<file path="src/rtl/dotp_pkg.sv">
// ----------------------------------------------------------------------------
// dotp_pkg
// Shared width helpers for the dot-product pipeline.
//   clog2   : ceiling log2 for elaboration-time sizing
//   tree_w  : width of the adder-tree root sum (2*IN_W + clog2(LANES))
//   level_w : width of one adder-tree level (products are level 0)
// ----------------------------------------------------------------------------
package dotp_pkg;

   function automatic int clog2(input int value);
      int res;
      int v;
      res = 0;
      v   = value - 1;
      while (v > 0) begin
         res++;
         v = v >> 1;
      end
      return res;
   endfunction

   function automatic int tree_w(input int lanes, input int in_w);
      return 2 * in_w + clog2(lanes);
   endfunction

   // Each reduction level adds one bit of headroom for the pairwise carry.
   function automatic int level_w(input int in_w, input int level);
      return 2 * in_w + level;
   endfunction

endpackage

</file>
<file path="src/rtl/dotp_adder_tree.sv">
// ----------------------------------------------------------------------------
// dotp_adder_tree
// Registered binary reduction of LANES products, one register per level
// (clog2(LANES) levels). Valid and last travel alongside the data.
// Ports:
//   i_clk, i_rst        clock, synchronous active-high reset
//   i_en                global advance enable (stall when low)
//   i_valid, i_last     sideband for the incoming product vector
//   i_prod              LANES products, lane k = [k*2*IN_W +: 2*IN_W]
//   o_valid, o_last     sideband aligned with o_sum
//   o_sum               root sum, tree_w(LANES, IN_W) bits
// ----------------------------------------------------------------------------
module dotp_adder_tree
   import dotp_pkg::*;
#(
   parameter int LANES = 4,
   parameter int IN_W  = 4
) (
   input  logic                             i_clk,
   input  logic                             i_rst,
   input  logic                             i_en,
   input  logic                             i_valid,
   input  logic                             i_last,
   input  logic [LANES*2*IN_W-1:0]          i_prod,
   output logic                             o_valid,
   output logic                             o_last,
   output logic [tree_w(LANES, IN_W)-1:0]   o_sum
);

   localparam int LEVELS = clog2(LANES);
   localparam int PW     = level_w(IN_W, 0);

   logic [LEVELS-1:0] vld_q;
   logic [LEVELS-1:0] last_q;

   always_ff @(posedge i_clk) begin
      if (i_rst) begin
         vld_q  <= '0;
         last_q <= '0;
      end else if (i_en) begin
         vld_q[0]  <= i_valid;
         last_q[0] <= i_last;
         for (int l = 1; l < LEVELS; l++) begin
            vld_q[l]  <= vld_q[l-1];
            last_q[l] <= last_q[l-1];
         end
      end
   end

   for (genvar l = 1; l <= LEVELS; l++) begin : g_lvl
      localparam int W = level_w(IN_W, l);
      localparam int N = LANES >> l;

      logic [W-2:0] in_q  [2*N];
      logic [W-1:0] sum_q [N];

      if (l == 1) begin : g_src
         for (genvar i = 0; i < 2*N; i++) begin : g_in
            assign in_q[i] = i_prod[i*PW +: PW];
         end
      end else begin : g_src
         for (genvar i = 0; i < 2*N; i++) begin : g_in
            assign in_q[i] = g_lvl[l-1].sum_q[i];
         end
      end

      always_ff @(posedge i_clk) begin
         // NOTE: the sum arrays are reset too, so a reset leaves no stale
         // partial sums anywhere in the pipe, not just cleared valid bits.
         if (i_rst) begin
            for (int i = 0; i < N; i++) sum_q[i] <= '0;
         end else if (i_en) begin
            for (int i = 0; i < N; i++)
               sum_q[i] <= {1'b0, in_q[2*i]} + {1'b0, in_q[2*i+1]};
         end
      end
   end

   assign o_sum   = g_lvl[LEVELS].sum_q[0];
   assign o_valid = vld_q[LEVELS-1];
   assign o_last  = last_q[LEVELS-1];

endmodule

</file>
<file path="src/rtl/dot_product_acc_pipe.sv">
// ----------------------------------------------------------------------------
// dot_product_acc_pipe
// Fully pipelined unsigned dot product with multi-beat accumulation.
// Stages: input reg -> product reg -> adder tree (clog2(LANES) regs) ->
// accumulate/output reg. Latency 3 + clog2(LANES) edges from acceptance.
// A single enable (en = !o_valid || i_ready) advances every stage.
// Ports:
//   i_clk, i_rst        clock, synchronous active-high reset
//   i_valid, o_ready    beat handshake; beat = i_a, i_b, i_last
//   i_a, i_b            LANES unsigned elements, lane k = [k*IN_W +: IN_W]
//   i_last              final beat of the current vector
//   o_valid, i_ready    result handshake
//   o_out               accumulated dot product
//   o_ovf               overflow flag, qualified by o_valid
// Build option: define DOTP_SAT_EN for a saturating accumulator with a
// sticky overflow flag; otherwise the sum wraps and o_ovf is 0.
// ----------------------------------------------------------------------------
module dot_product_acc_pipe
   import dotp_pkg::*;
#(
   parameter int LANES = 4,
   parameter int IN_W  = 4,
   parameter int OUT_W = 16
) (
   input  logic                   i_clk,
   input  logic                   i_rst,
   input  logic                   i_valid,
   output logic                   o_ready,
   input  logic [LANES*IN_W-1:0]  i_a,
   input  logic [LANES*IN_W-1:0]  i_b,
   input  logic                   i_last,
   output logic                   o_valid,
   input  logic                   i_ready,
   output logic [OUT_W-1:0]       o_out,
   output logic                   o_ovf
);

   localparam int PW = level_w(IN_W, 0);
   localparam int TW = tree_w(LANES, IN_W);

   logic                  en;
   logic [LANES*IN_W-1:0] a_q, b_q;
   logic                  s0_valid_q, s0_last_q;
   logic [LANES*PW-1:0]   prod_q;
   logic                  s1_valid_q, s1_last_q;
   logic                  t_valid, t_last;
   logic [TW-1:0]         t_sum;
   logic [OUT_W-1:0]      acc_q, acc_base, acc_next;
   logic                  first_q;

   // A held result blocks the whole pipe, so nothing can be overwritten.
   assign en      = !o_valid || i_ready;
   assign o_ready = en;

   always_ff @(posedge i_clk) begin
      // NOTE: sequential state uses non-blocking assignments only, so each
      // stage reads the previous stage's value from before this edge.
      if (i_rst) begin
         a_q        <= '0;
         b_q        <= '0;
         s0_valid_q <= 1'b0;
         s0_last_q  <= 1'b0;
         prod_q     <= '0;
         s1_valid_q <= 1'b0;
         s1_last_q  <= 1'b0;
      end else if (en) begin
         a_q        <= i_a;
         b_q        <= i_b;
         s0_valid_q <= i_valid;
         s0_last_q  <= i_last;
         for (int k = 0; k < LANES; k++)
            prod_q[k*PW +: PW] <= PW'(a_q[k*IN_W +: IN_W]) * PW'(b_q[k*IN_W +: IN_W]);
         s1_valid_q <= s0_valid_q;
         s1_last_q  <= s0_last_q;
      end
   end

   dotp_adder_tree #(
      .LANES (LANES),
      .IN_W  (IN_W)
   ) u_tree (
      .i_clk   (i_clk),
      .i_rst   (i_rst),
      .i_en    (en),
      .i_valid (s1_valid_q),
      .i_last  (s1_last_q),
      .i_prod  (prod_q),
      .o_valid (t_valid),
      .o_last  (t_last),
      .o_sum   (t_sum)
   );

   // The first beat of a vector ignores whatever the accumulator holds.
   assign acc_base = first_q ? '0 : acc_q;

`ifdef DOTP_SAT_EN
   logic [OUT_W:0] acc_wide;
   logic           ovf_next;
   logic           sticky_q;

   // NOTE: every always_comb output is assigned on every path, so no latch.
   always_comb begin
      acc_wide = {1'b0, acc_base} + (OUT_W+1)'(t_sum);
      ovf_next = (!first_q && sticky_q) || acc_wide[OUT_W];
      acc_next = ovf_next ? '1 : acc_wide[OUT_W-1:0];
   end

   always_ff @(posedge i_clk) begin
      if (i_rst) begin
         sticky_q <= 1'b0;
         o_ovf    <= 1'b0;
      end else if (en && t_valid) begin
         sticky_q <= ovf_next;
         if (t_last) o_ovf <= ovf_next;
      end
   end
`else
   assign acc_next = acc_base + OUT_W'(t_sum);
   assign o_ovf    = 1'b0;
`endif

   always_ff @(posedge i_clk) begin
      if (i_rst) begin
         acc_q   <= '0;
         first_q <= 1'b1;
         o_valid <= 1'b0;
         o_out   <= '0;
      end else if (en) begin
         // Bubbles and consumed results drop o_valid; o_out simply holds.
         o_valid <= t_valid && t_last;
         if (t_valid) begin
            if (t_last) begin
               o_out   <= acc_next;
               first_q <= 1'b1;
            end else begin
               acc_q   <= acc_next;
               first_q <= 1'b0;
            end
         end
      end
   end

endmodule

</file>
<file path="config.mk">
export PLATFORM = sky130hd
export DESIGN_NAME = dot_product_acc_pipe
export DESIGN_NICKNAME = d
export VERILOG_FILES = /design/src/rtl/dotp_pkg.sv /design/src/rtl/dotp_adder_tree.sv /design/src/rtl/dot_product_acc_pipe.sv
export SDC_FILE = /design/constraint.sdc
export NUM_CORES = 1
export LEC_CHECK = 0
export ABC_CLOCK_PERIOD_IN_PS = 3000
export BUFFER_PORTS_ARGS = -buffer_cell sky130_fd_sc_hd__clkbuf_2
export CAP_MARGIN = 20
export CELL_PAD_IN_SITES_DETAIL_PLACEMENT = 1
export CELL_PAD_IN_SITES_GLOBAL_PLACEMENT = 1
export CORE_UTILIZATION = 42
export DETAILED_ROUTE_END_ITERATION = 10
export PLACE_DENSITY = 0.87
export SLEW_MARGIN = 20
export SYNTH_ARGS = -nofsm -noshare
export SYNTH_HDL_FRONTEND = slang
export SYNTH_SLANG_ARGS = --single-unit
</file>
<file path="constraint.sdc">
create_clock -name i_clk -period 3 [get_ports i_clk]
set_input_delay 0.45 -clock i_clk [delete_from_list [all_inputs] [get_ports i_clk]]
set_output_delay 0.45 -clock i_clk [all_outputs]
set_load 0.02 [all_outputs]
</file>
* Yosys cells after proc, flatten, opt, wreduce, memory -nomap -nowiden
Memories as Yosys holds them, arrays and structs flattened.
Index checks and enable logic that the tools add are counted.
** Storage, ports and cells
- Memories :: 2
- Output and inout bits :: 19
- Register bits after elaboration :: 106
- Bits in writable memories :: 28
** Cells by class
- Reductions and logical operators :: 7
- Multipliers :: 4
- Bitwise operators :: 3
- Muxes and demuxes :: 11
- Add/sub/neg operators :: 4
** Memory list
- u_tree.g_lvl[1].sum_q :: depth 2, bits a word 9, read ports 2, clocked after Yosys merged registers in 0, wr ports 2, RTL line dotp_adder_tree.sv:55 : logic [W-1:0] sum_q [N];
- u_tree.g_lvl[2].sum_q :: depth 1, bits a word 10, read ports 1, clocked after Yosys merged registers in 0, wr ports 1, RTL line dotp_adder_tree.sv:55
** Operators by type and width (number)
- $mul 4x4->8 :: 4
- $add 8x8->9 :: 2
- $mux 9 :: 2
- $add 16x10->16 :: 1
- $mux 16 :: 1
- $add 9x9->10 :: 1
- $mux 10 :: 1
- $reduce_or 10->1 :: 1
- $mux 1 :: 7
- $reduce_and 3->1 :: 2
- $or 1x1->1 :: 2
- $reduce_and 2->1 :: 1
- $logic_and 1x1->1 :: 1
- $logic_not 1->1 :: 1
- $logic_or 1x1->1 :: 1
- $not 1->1 :: 1

* Logic depth before layout (Yosys ltp)
Gate-level depths: netlist of run 1.
- Depth after elaboration :: 7
- Mapped depth :: 12

* Cells and area by module
Synthesis of run 1 repeated with hierarchy kept, for this count alone.
** Unflattened totals
- Cell total of the unflattened synthesis :: 943
- Area total of the unflattened synthesis :: 8329.2 µm²
** Modules (own cells, without submodules)
- dot_product_acc_pipe :: seq. area each 2042.0 µm², area each 5994.5 µm², times used 1, cells an instance 725
- dotp_adder_tree :: seq. area each 920.9 µm², area each 2334.7 µm², times used 1, cells an instance 218

* Least setup slack after synthesis of run 1
No wires, ideal clock.
- Path type :: register to register
- Start :: register first_q
- End :: register o_out[14]
- Required time :: 2.883 ns
- Arrival time :: 2.680 ns
- Setup slack :: 0.203 ns
- Stages on the path, launching flop included :: 11
- Path buffers :: 1
- Clock period less this slack :: 2.797 ns
- Cell sequence :: dfxtp_1 > clkbuf_1 > nor2b_1 > ha_1 > fa_1 > a21o_1 > a22o_1 > o41a_4 > and4_4 > xor2_1 > a22o_1
** Between the ends
- Word-level cells in the longest chain between the ends :: 2
** RTL lines
- start, declared :: RTL line dot_product_acc_pipe.sv:49 : logic first_q;
- start signal, assigned :: RTL line dot_product_acc_pipe.sv:125 : first_q <= 1'b1;
- start signal, assigned :: RTL line dot_product_acc_pipe.sv:134 : first_q <= 1'b1;
- start signal, assigned :: RTL line dot_product_acc_pipe.sv:137 : first_q <= 1'b0;
- $mux 16 :: RTL line dot_product_acc_pipe.sv:94 : assign acc_base = first_q ? '0 : acc_q;
- $add 16x10->16 :: RTL line dot_product_acc_pipe.sv:118 : assign acc_next = acc_base + OUT_W'(t_sum);
- end signal, assigned :: RTL line dot_product_acc_pipe.sv:133 : o_out <= acc_next;
- end, declared :: RTL line dot_product_acc_pipe.sv:34 : output logic [OUT_W-1:0] o_out,
Every way passes these cells.
A chain may end at the register's enable or synchronous reset.

* Worst setup path after layout of run 1
- Start :: register a_q[0]
- End :: register prod_q[7]
** Between the ends
- Word-level cells in the longest chain between the ends :: 1
** RTL lines
- start, declared :: RTL line dot_product_acc_pipe.sv:42 : logic [LANES*IN_W-1:0] a_q, b_q;
- start signal, assigned :: RTL line dot_product_acc_pipe.sv:67 : a_q <= i_a;
- $mul 4x4->8 :: RTL line dot_product_acc_pipe.sv:72 : prod_q[k*PW +: PW] <= PW'(a_q[k*IN_W +: IN_W]) * PW'(b_q[k*IN_W +: IN_W]);
- end signal, assigned by index :: RTL line dot_product_acc_pipe.sv:72
- end, declared :: RTL line dot_product_acc_pipe.sv:44 : logic [LANES*PW-1:0] prod_q;
Every way passes these cells.

==> results_dict.tcl, run 1 <==
set metrics [dict create \
    reg2reg_setup_slack_ns 0.12 \
    period_minus_slack_ns 2.875 \
    syn_area_per_cell_um2 8.647 \
    maxSlewHeadroom_pct 54.96 \
    core_mm2 0.01821 \
    grt_start_max_net_pins 65 \
    initial_cell_density_of_the_core_pct 43.36 \
    detail-route-antenna-nets 0 \
    library_cells_used_by_synthesis 51 \
    n_fill_cell 2156 \
    number_of_remaining_drc_errors 2 \
    globalRoute.totalOverflow 0 \
    dp_hpwl_um 14120 \
    power_density_mw_per_mm2 469.4 \
    cts_num_sinks 134 \
    run_status "complete, but fails checks" \
    synthToLayoutAreaGrowth_pct 14.58 \
    synth_enable_flop_cells 28 \
    cts.repair_timing.setup_buffer_count 0 \
    wp_data_arrival_ns 3.23 \
    worst_slew_pin_slew_ns 0.6755 \
    design.final.nets 1100 \
    core_occupancy_in_the_finished_layout_pct 49.68 \
    hold_buffers 0 \
    tritoncts.num_buffers 17 \
    max_cap_violations 0 \
    place.gp.congestion 0.8285 \
    cts.htree.levels 4 \
    ys_seq_elements 134 \
    cts_tree "yes" \
    post_synth_instance_area_mm2 0.007895 \
    crit_required_ns 3.36 \
    fmaxAchievable_mhz 347.8 \
    cp-end-kind "flip-flop" \
    number_of_endpoints_failing_setup_at_the_final_stage 0 \
    report.final.hold_viol_count 0 \
    total_leakage_power_nw 4.165 \
    ys.warnings.count 0 \
    timing_worst_setup_path_type "reg -> reg" \
    setup_slack_ns 0.1248 \
    period_share_pct 95.84 \
    vias_per_cell 5.442 \
    synth_ff_type "sky130_fd_sc_hd__dfxtp_1" \
    violation_count_after_the_first_detailed_routing_iteration 198 \
    report.final.slew_viol_count 0 \
    num_antenna_cells 0 \
    crit_slowest_cell "sky130_fd_sc_hd__or4_4" \
    worst_path_largest_cell_delay_ns 0.54 \
    clock_tree.buffer_depth 2 \
    fin_worst_skew_ns 0.008558 \
    path_common_cell "sky130_fd_sc_hd__fa_1" \
    antenna_found_initial 0 \
    synth-seq-area-share_pct 37.53 \
    width_of_the_chip_um 139.1 \
    clk_pin_slew_worst_paths_ns 0.06 \
    routedWlPerCell_um 16.73 \
    clk_latency_ns 0.42 \
    placement.io_buffers 54 \
    ir_worst_vdd_mv 0.3612 \
    mostFrequentLayoutCell "sky130_fd_sc_hd__nand2_1" \
    rows 49 \
    post_place_setup_slack_ns 0.04627 \
    routed_wirelength_um 20110 \
    grt_pass1_vias 6965 \
    grt_util_all_layers_pct 21.80 \
    design.die.area_mm2 0.01935 \
    die_h_um 139.1 \
    worstHoldPathType "in -> reg" \
    layout_common_cells "194 x sky130_fd_sc_hd__nand2_1, 96 x sky130_fd_sc_hd__a21oi_1, 86 x sky130_fd_sc_hd__dfxtp_1, 83 x sky130_fd_sc_hd__ha_1, 53 x sky130_fd_sc_hd__clkbuf_2" \
    synthesis.instances 913 \
    startpoint "a_q[0]" \
    power.total_mw 4.246 \
    synth_fp_nets 1053 \
    layout-drive-gt1-share_pct 14.39 \
    crit_path_start_kind "flip-flop" \
    top_level_i_o_count 56 \
    global_route_wire_length_before_repair_um 33870 \
    holdCritStartpoint "i_rst" \
    cts-root-buf "sky130_fd_sc_hd__clkbuf_16" \
    failed_checks "design-rule violations" \
    routed-via-count 6541 \
    crit_path_max_fanout 5 \
    share_of_flip_flops_with_an_asynchronous_set_or_reset_after_synthesis_pct 0 \
    crit_path_cell_trace "nand2_2 > fa_1 > inv_1 > fa_1 > ha_1 > a21o_1 > a21oi_2 > nor2b_1 > o21ai_1 > or4_4 > nand3_2" \
    timing.rr.start "a_q[0]" \
    drt_first_pass_iters 9 \
]
## Yosys cell counts (10+ instances only)
cell	number	area share, %
sky130_fd_sc_hd__a21o_1	20	1.9
sky130_fd_sc_hd__a21oi_1	102	6.5
sky130_fd_sc_hd__a22o_1	13	1.4
sky130_fd_sc_hd__and2_1	38	3.0
sky130_fd_sc_hd__and3_1	10	0.79
sky130_fd_sc_hd__clkbuf_1	37	1.8
sky130_fd_sc_hd__dfxtp_1	106	27
sky130_fd_sc_hd__edfxtp_1	28	11
sky130_fd_sc_hd__fa_1	20	5.1
sky130_fd_sc_hd__ha_1	83	13
sky130_fd_sc_hd__inv_1	46	2.2
sky130_fd_sc_hd__nand2_1	195	9.3
sky130_fd_sc_hd__nand3_1	16	1.0
sky130_fd_sc_hd__nor2_1	34	1.6
sky130_fd_sc_hd__nor2b_1	21	1.7
sky130_fd_sc_hd__nor3_1	13	0.82
sky130_fd_sc_hd__o21ai_0	27	1.7
sky130_fd_sc_hd__xnor2_1	20	2.2
sky130_fd_sc_hd__xor2_1	12	1.3
## power by group
part           switching, mW  internal [mW]
sequential            0.0486           1.90
clock                  0.805           1.18
combinational          0.187          0.131
total                   1.04           3.21
## per-stage QoR
stage | cell area [um2] | TNS [ns] | instances | hold WS [ns]
floorplan | 7895 | 0 | 913 | 0.4318
CTS | 8971 | 0 | 1202 | 0.2102
finish | 9046 | 0 | 1202 | 0.2208
detailed placement | 8408 | 0 | 1170 | 0.4482
global route | 9046 | -0.007742 | 1202 | 0.2226
global placement | 8408 | 0 | 1170 | 0.4379
## flip-flops by register name, indices dropped and copies added (netlist names), 2 cells and up
register	count
a_q	16
acc_q	16
b_q	16
o_out	16
prod_q	32
u_tree.g_lvl.sum_q	28
u_tree.last_q	2
u_tree.vld_q	2
## final timing paths
| kind | cells past startpoint | endpoint |
|---|---|---|
| worst max-delay path | 11 | prod_q[7] |
| worst min-delay path | 2 | acc_q[10] |
| worst max register to register | 11 | prod_q[7] |
| worst min register to register | 2 | s1_valid_q |
## metal layers
metal | vias to the layer above | track usage, % | wire, um
met5 | - | 0 | 0
met4 | 0 | 10.06 | 575
met3 | 45 | 3.660 | 522
met2 | 109 | 40.40 | 10410
met1 | 3162 | 24.27 | 8604
li1 | 3225 | - | -
## worst max-delay path: cells and delay by family, from the launching register on
kind | cells | cell delay (ns)
AO/OA/AOI/OAI | 3 | 0.28
adder cells (fa/ha/maj) | 3 | 1.28
buffers and inverters | 1 | 0.05
flip-flops | 1 | 0.36
AND/OR/NAND/NOR | 4 | 0.82
## what timing repair did
| action | CTS | global route |
|---|---|---|
| pin swaps | 0 | 10 |
| hold endpoints to repair | 0 | 0 |
| gates resized for setup | 6 | 38 |
| setup endpoints to repair | 2 | 10 |
## area by class of cell
type / count / area, um2 / share of cell area [%]
clock buffers: 19 / 454.2 / 5.021
clock inverters: 13 / 102.6 / 1.134
inverters: 46 / 172.7 / 1.909
multi-input cells: 692 / 4639 / 51.29
flip-flops and latches: 134 / 3005 / 33.22
well taps: 229 / 286.5 / 3.167
repair buffers: 69 / 385.4 / 4.260
## cell families (layout without fill, tap and decap cells)
| family | after synthesis | in the layout | synth area share (%) |
|---|---|---|---|
| and+or+nand+nor | 362 | 362 | 21.52 |
| xor gates and xnor gates | 32 | 32 | 3.550 |
| buffers and inverters | 87 | 147 | 4.295 |
| other | 1 | 1 | 0.04750 |
| DFF | 134 | 134 | 37.53 |
| adders and majority gates | 103 | 103 | 18.23 |
| AOI/OAI and AO/OA | 192 | 192 | 14.58 |
| muxes | 2 | 2 | 0.2536 |
No activity file was read; power rests on OpenSTA's default activity.
==> run 2: changes to the inputs <==
--- a/config.mk
+++ b/config.mk
@@ -5,14 +5,14 @@
 export SDC_FILE = /design/constraint.sdc
 export NUM_CORES = 1
 export LEC_CHECK = 0
-export ABC_CLOCK_PERIOD_IN_PS = 3000
+export ABC_CLOCK_PERIOD_IN_PS = 2650
 export BUFFER_PORTS_ARGS = -buffer_cell sky130_fd_sc_hd__clkbuf_2
 export CAP_MARGIN = 20
 export CELL_PAD_IN_SITES_DETAIL_PLACEMENT = 1
 export CELL_PAD_IN_SITES_GLOBAL_PLACEMENT = 1
-export CORE_UTILIZATION = 42
+export CORE_UTILIZATION = 47
 export DETAILED_ROUTE_END_ITERATION = 10
-export PLACE_DENSITY = 0.87
+export PLACE_DENSITY = 0.92
 export SLEW_MARGIN = 20
 export SYNTH_ARGS = -nofsm -noshare
 export SYNTH_HDL_FRONTEND = slang
==> constraint.sdc (replaced) <==
create_clock -name i_clk -period 2.65 [get_ports i_clk]
set_input_delay 0.3975 -clock i_clk [delete_from_list [all_inputs] [get_ports i_clk]]
set_output_delay 0.3975 -clock i_clk [all_outputs]
set_load 0.02 [all_outputs]
==> results_dict.tcl, run 2 (same netlist as run 1, synthesis figures left out) <==
set metrics [dict create \
    period_share_pct 115.7 \
    globalRouteMet1Util_pct 31.75 \
    layout_common_cells "187 x sky130_fd_sc_hd__nand2_1, 92 x sky130_fd_sc_hd__dfxtp_1, 90 x sky130_fd_sc_hd__a21oi_1, 80 x sky130_fd_sc_hd__ha_1, 61 x sky130_fd_sc_hd__buf_4" \
    synthToLayoutAreaGrowth_pct 20.27 \
    largest-register "prod_q" \
    crit_path_cell_trace "nand2_2 > fa_1 > inv_2 > fa_2 > buf_4 > ha_4 > a21o_1 > a21oi_2 > buf_4 > xnor2_2 > nand2_2 > a21oi_2" \
    max_cap_violations 0 \
    wp_data_arrival_ns 3.42 \
    cts_num_sinks 134 \
    fmaxAchievable_mhz 326.0 \
    global_route_wire_length_before_repair_um 42080 \
    largest_reg_flops 32 \
    placed_area_mm2 0.008686 \
    ff2ff_path_depth 12 \
    worstHoldPathCells 3 \
    mostFrequentLayoutCell "sky130_fd_sc_hd__nand2_1" \
    routed_wirelength_um 28040 \
    worst_path_largest_cell_delay_ns 0.60 \
    run_status "complete, but fails checks" \
    power_density_mw_per_mm2 517.7 \
    rr_endpoint "prod_q[13]" \
    num_antenna_cells 0 \
    ir_worst_vdd_mv 0.5231 \
    clk_pin_slew_worst_paths_ns 0.06 \
    crit_path_start_kind "flip-flop" \
    top_level_i_o_count 56 \
    placement.io_buffers 54 \
    vias_per_cell 6.007 \
    grt_setup_unrepaired "yes" \
    grt_busiest_layer "met2" \
    worst_slew_pin_slew_ns 0.7530 \
    setup_slack_ns -0.4172 \
    gr-usage-met3_pct 6.481 \
    routedWlPerCell_um 22.63 \
    die_h_um 131.6 \
    failed_checks "negative setup slack" \
    drt_first_pass_iters 6 \
    top_regs "prod_q x32, u_tree.g_lvl.sum_q x28" \
    cts-root-buf "sky130_fd_sc_hd__clkbuf_16" \
    clock_tree.buffer_depth 2 \
    crit_slowest_cell "sky130_fd_sc_hd__fa_1" \
    n_fill_cell 1926 \
    timing.rr.start "b_q[7]" \
    dp_hpwl_um 16260 \
    holdCritStartpoint "i_a[4]" \
    routed-via-count 7443 \
    grt_start_max_net_pins 68 \
    violation_count_after_the_first_detailed_routing_iteration 459 \
    cp-end-kind "flip-flop" \
    width_of_the_chip_um 131.6 \
    detail-route-antenna-nets 0 \
    design.die.area_mm2 0.01732 \
    power.total_mw 4.915 \
    initial_cell_density_of_the_core_pct 47.95 \
    crit_required_ns 3.00 \
    hold_buffers 0 \
    report.final.slew_viol_count 0 \
    design.final.nets 1146 \
    antenna_found_initial 0 \
    number_of_endpoints_failing_setup_at_the_final_stage 14 \
    cts_tree "yes" \
    grt_pass1_vias 8143 \
    whs_endpoint "a_q[4]" \
    grt_util_all_layers_pct 31.37 \
    rows 47 \
    globalRoute.totalOverflow 0 \
    cts.htree.levels 4 \
    reg2reg_setup_slack_ns -0.42 \
    design_area_mm2 0.009495 \
    worstHoldPathType "in -> reg" \
    total_leakage_power_nw 4.415 \
    number_of_remaining_drc_errors 0 \
    layout-drive-gt1-share_pct 21.30 \
    timing_worst_setup_path_type "reg -> reg" \
    place.gp.congestion 0.8699 \
    core_mm2 0.01647 \
    period_minus_slack_ns 3.067 \
    maxSlewHeadroom_pct 49.80 \
    met2_usage_pct 56.20 \
    clk_latency_ns 0.44 \
    tritoncts.num_buffers 17 \
    report.final.hold_viol_count 0 \
    fin_worst_skew_ns 0.009989 \
    crit_path_max_fanout 2 \
]
run 2: cell types whose count changed in the layout (fill, tap and decap cells not counted), moves of 5 or more:
cell                      previous run  this run
sky130_fd_sc_hd__nand2_2             1         8
sky130_fd_sc_hd__a21oi_1            96        90
sky130_fd_sc_hd__a21oi_2             6        11
sky130_fd_sc_hd__fa_1               18        13
sky130_fd_sc_hd__nand2_1           194       187
sky130_fd_sc_hd__fa_2                2         7
sky130_fd_sc_hd__inv_1              42        37
sky130_fd_sc_hd__inv_2               4         9
sky130_fd_sc_hd__buf_4              16        61
sky130_fd_sc_hd__dfxtp_1            86        92
sky130_fd_sc_hd__dfxtp_4             7         0
run 2: final cells by class:
class | instances | area, um2 | area share [%]
clock buffer | 23 | 489.2 | 5.152
tap | 220 | 275.3 | 2.899
timing repair buffer | 115 | 734.5 | 7.735
inverter | 46 | 172.7 | 1.818
multi-input combinational | 692 | 4793 | 50.48
sequential | 134 | 2980 | 31.39
clock inverter | 9 | 50.05 | 0.5271
run 2: worst max path at each step:
stage / start / end / slack [ns] / cells after the start
after floorplan: first_q / o_out[14] / -0.05 / 10
after global placement: b_q[3] / prod_q[6] / -0.004 / 12
after detailed placement: a_q[1] / prod_q[6] / -0.19 / 12
after CTS: b_q[11] / prod_q[23] / -0.24 / 11
after global routing: b_q[7] / prod_q[13] / -0.48 / 12
final: b_q[7] / prod_q[13] / -0.42 / 12
run 2: worst max-delay path, delay by kind of cell, from the launching register on:
family	cells	cell delay, ns
XOR/XNOR	1	0.17
AO/OA/AOI/OAI	3	0.56
AND/OR/NAND/NOR	2	0.22
buffers and inverters	3	0.34
adder cells (fa/ha/maj)	3	1.35
flip-flops	1	0.34
run 2: metal layers:
metal | vias up | routed length, um
li1 | 3305 | -
met1 | 3613 | 10350
met2 | 355 | 14180
met3 | 170 | 1399
met4 | 0 | 2109
met5 | - | 0
run 2: timing repair:
item / CTS / global route
setup buffers: 7 / 4
gates resized for setup: 40 / 30
endpoints found under the setup margin: 14 / 20
cloned: 0 / 0
pin swaps: 22 / 16
run 2: stage by stage:
step / TNS, ns / utilization, % / setup WS (ns) / instances / hold slack, ns
final: -3.124 / 57.67 / -0.4172 / 1239 / 0.1851
after global routing: -4.300 / 57.67 / -0.4763 / 1239 / 0.1882
after CTS: -1.400 / 56.88 / -0.2386 / 1236 / 0.1789
after detailed placement: -1.688 / 52.75 / -0.1928 / 1198 / 0.4497
after global placement: -0.003734 / 52.75 / -0.003734 / 1198 / 0.4366
after floorplan: -0.04797 / - / -0.04797 / 913 / 0.4318
run 2: power breakdown:
group	internal [mW]	switching (mW)	total (mW)
combinational	0.199	0.286	0.485
sequential	2.15	0.0516	2.20
clock	1.29	0.941	2.23
total	3.64	1.28	4.92
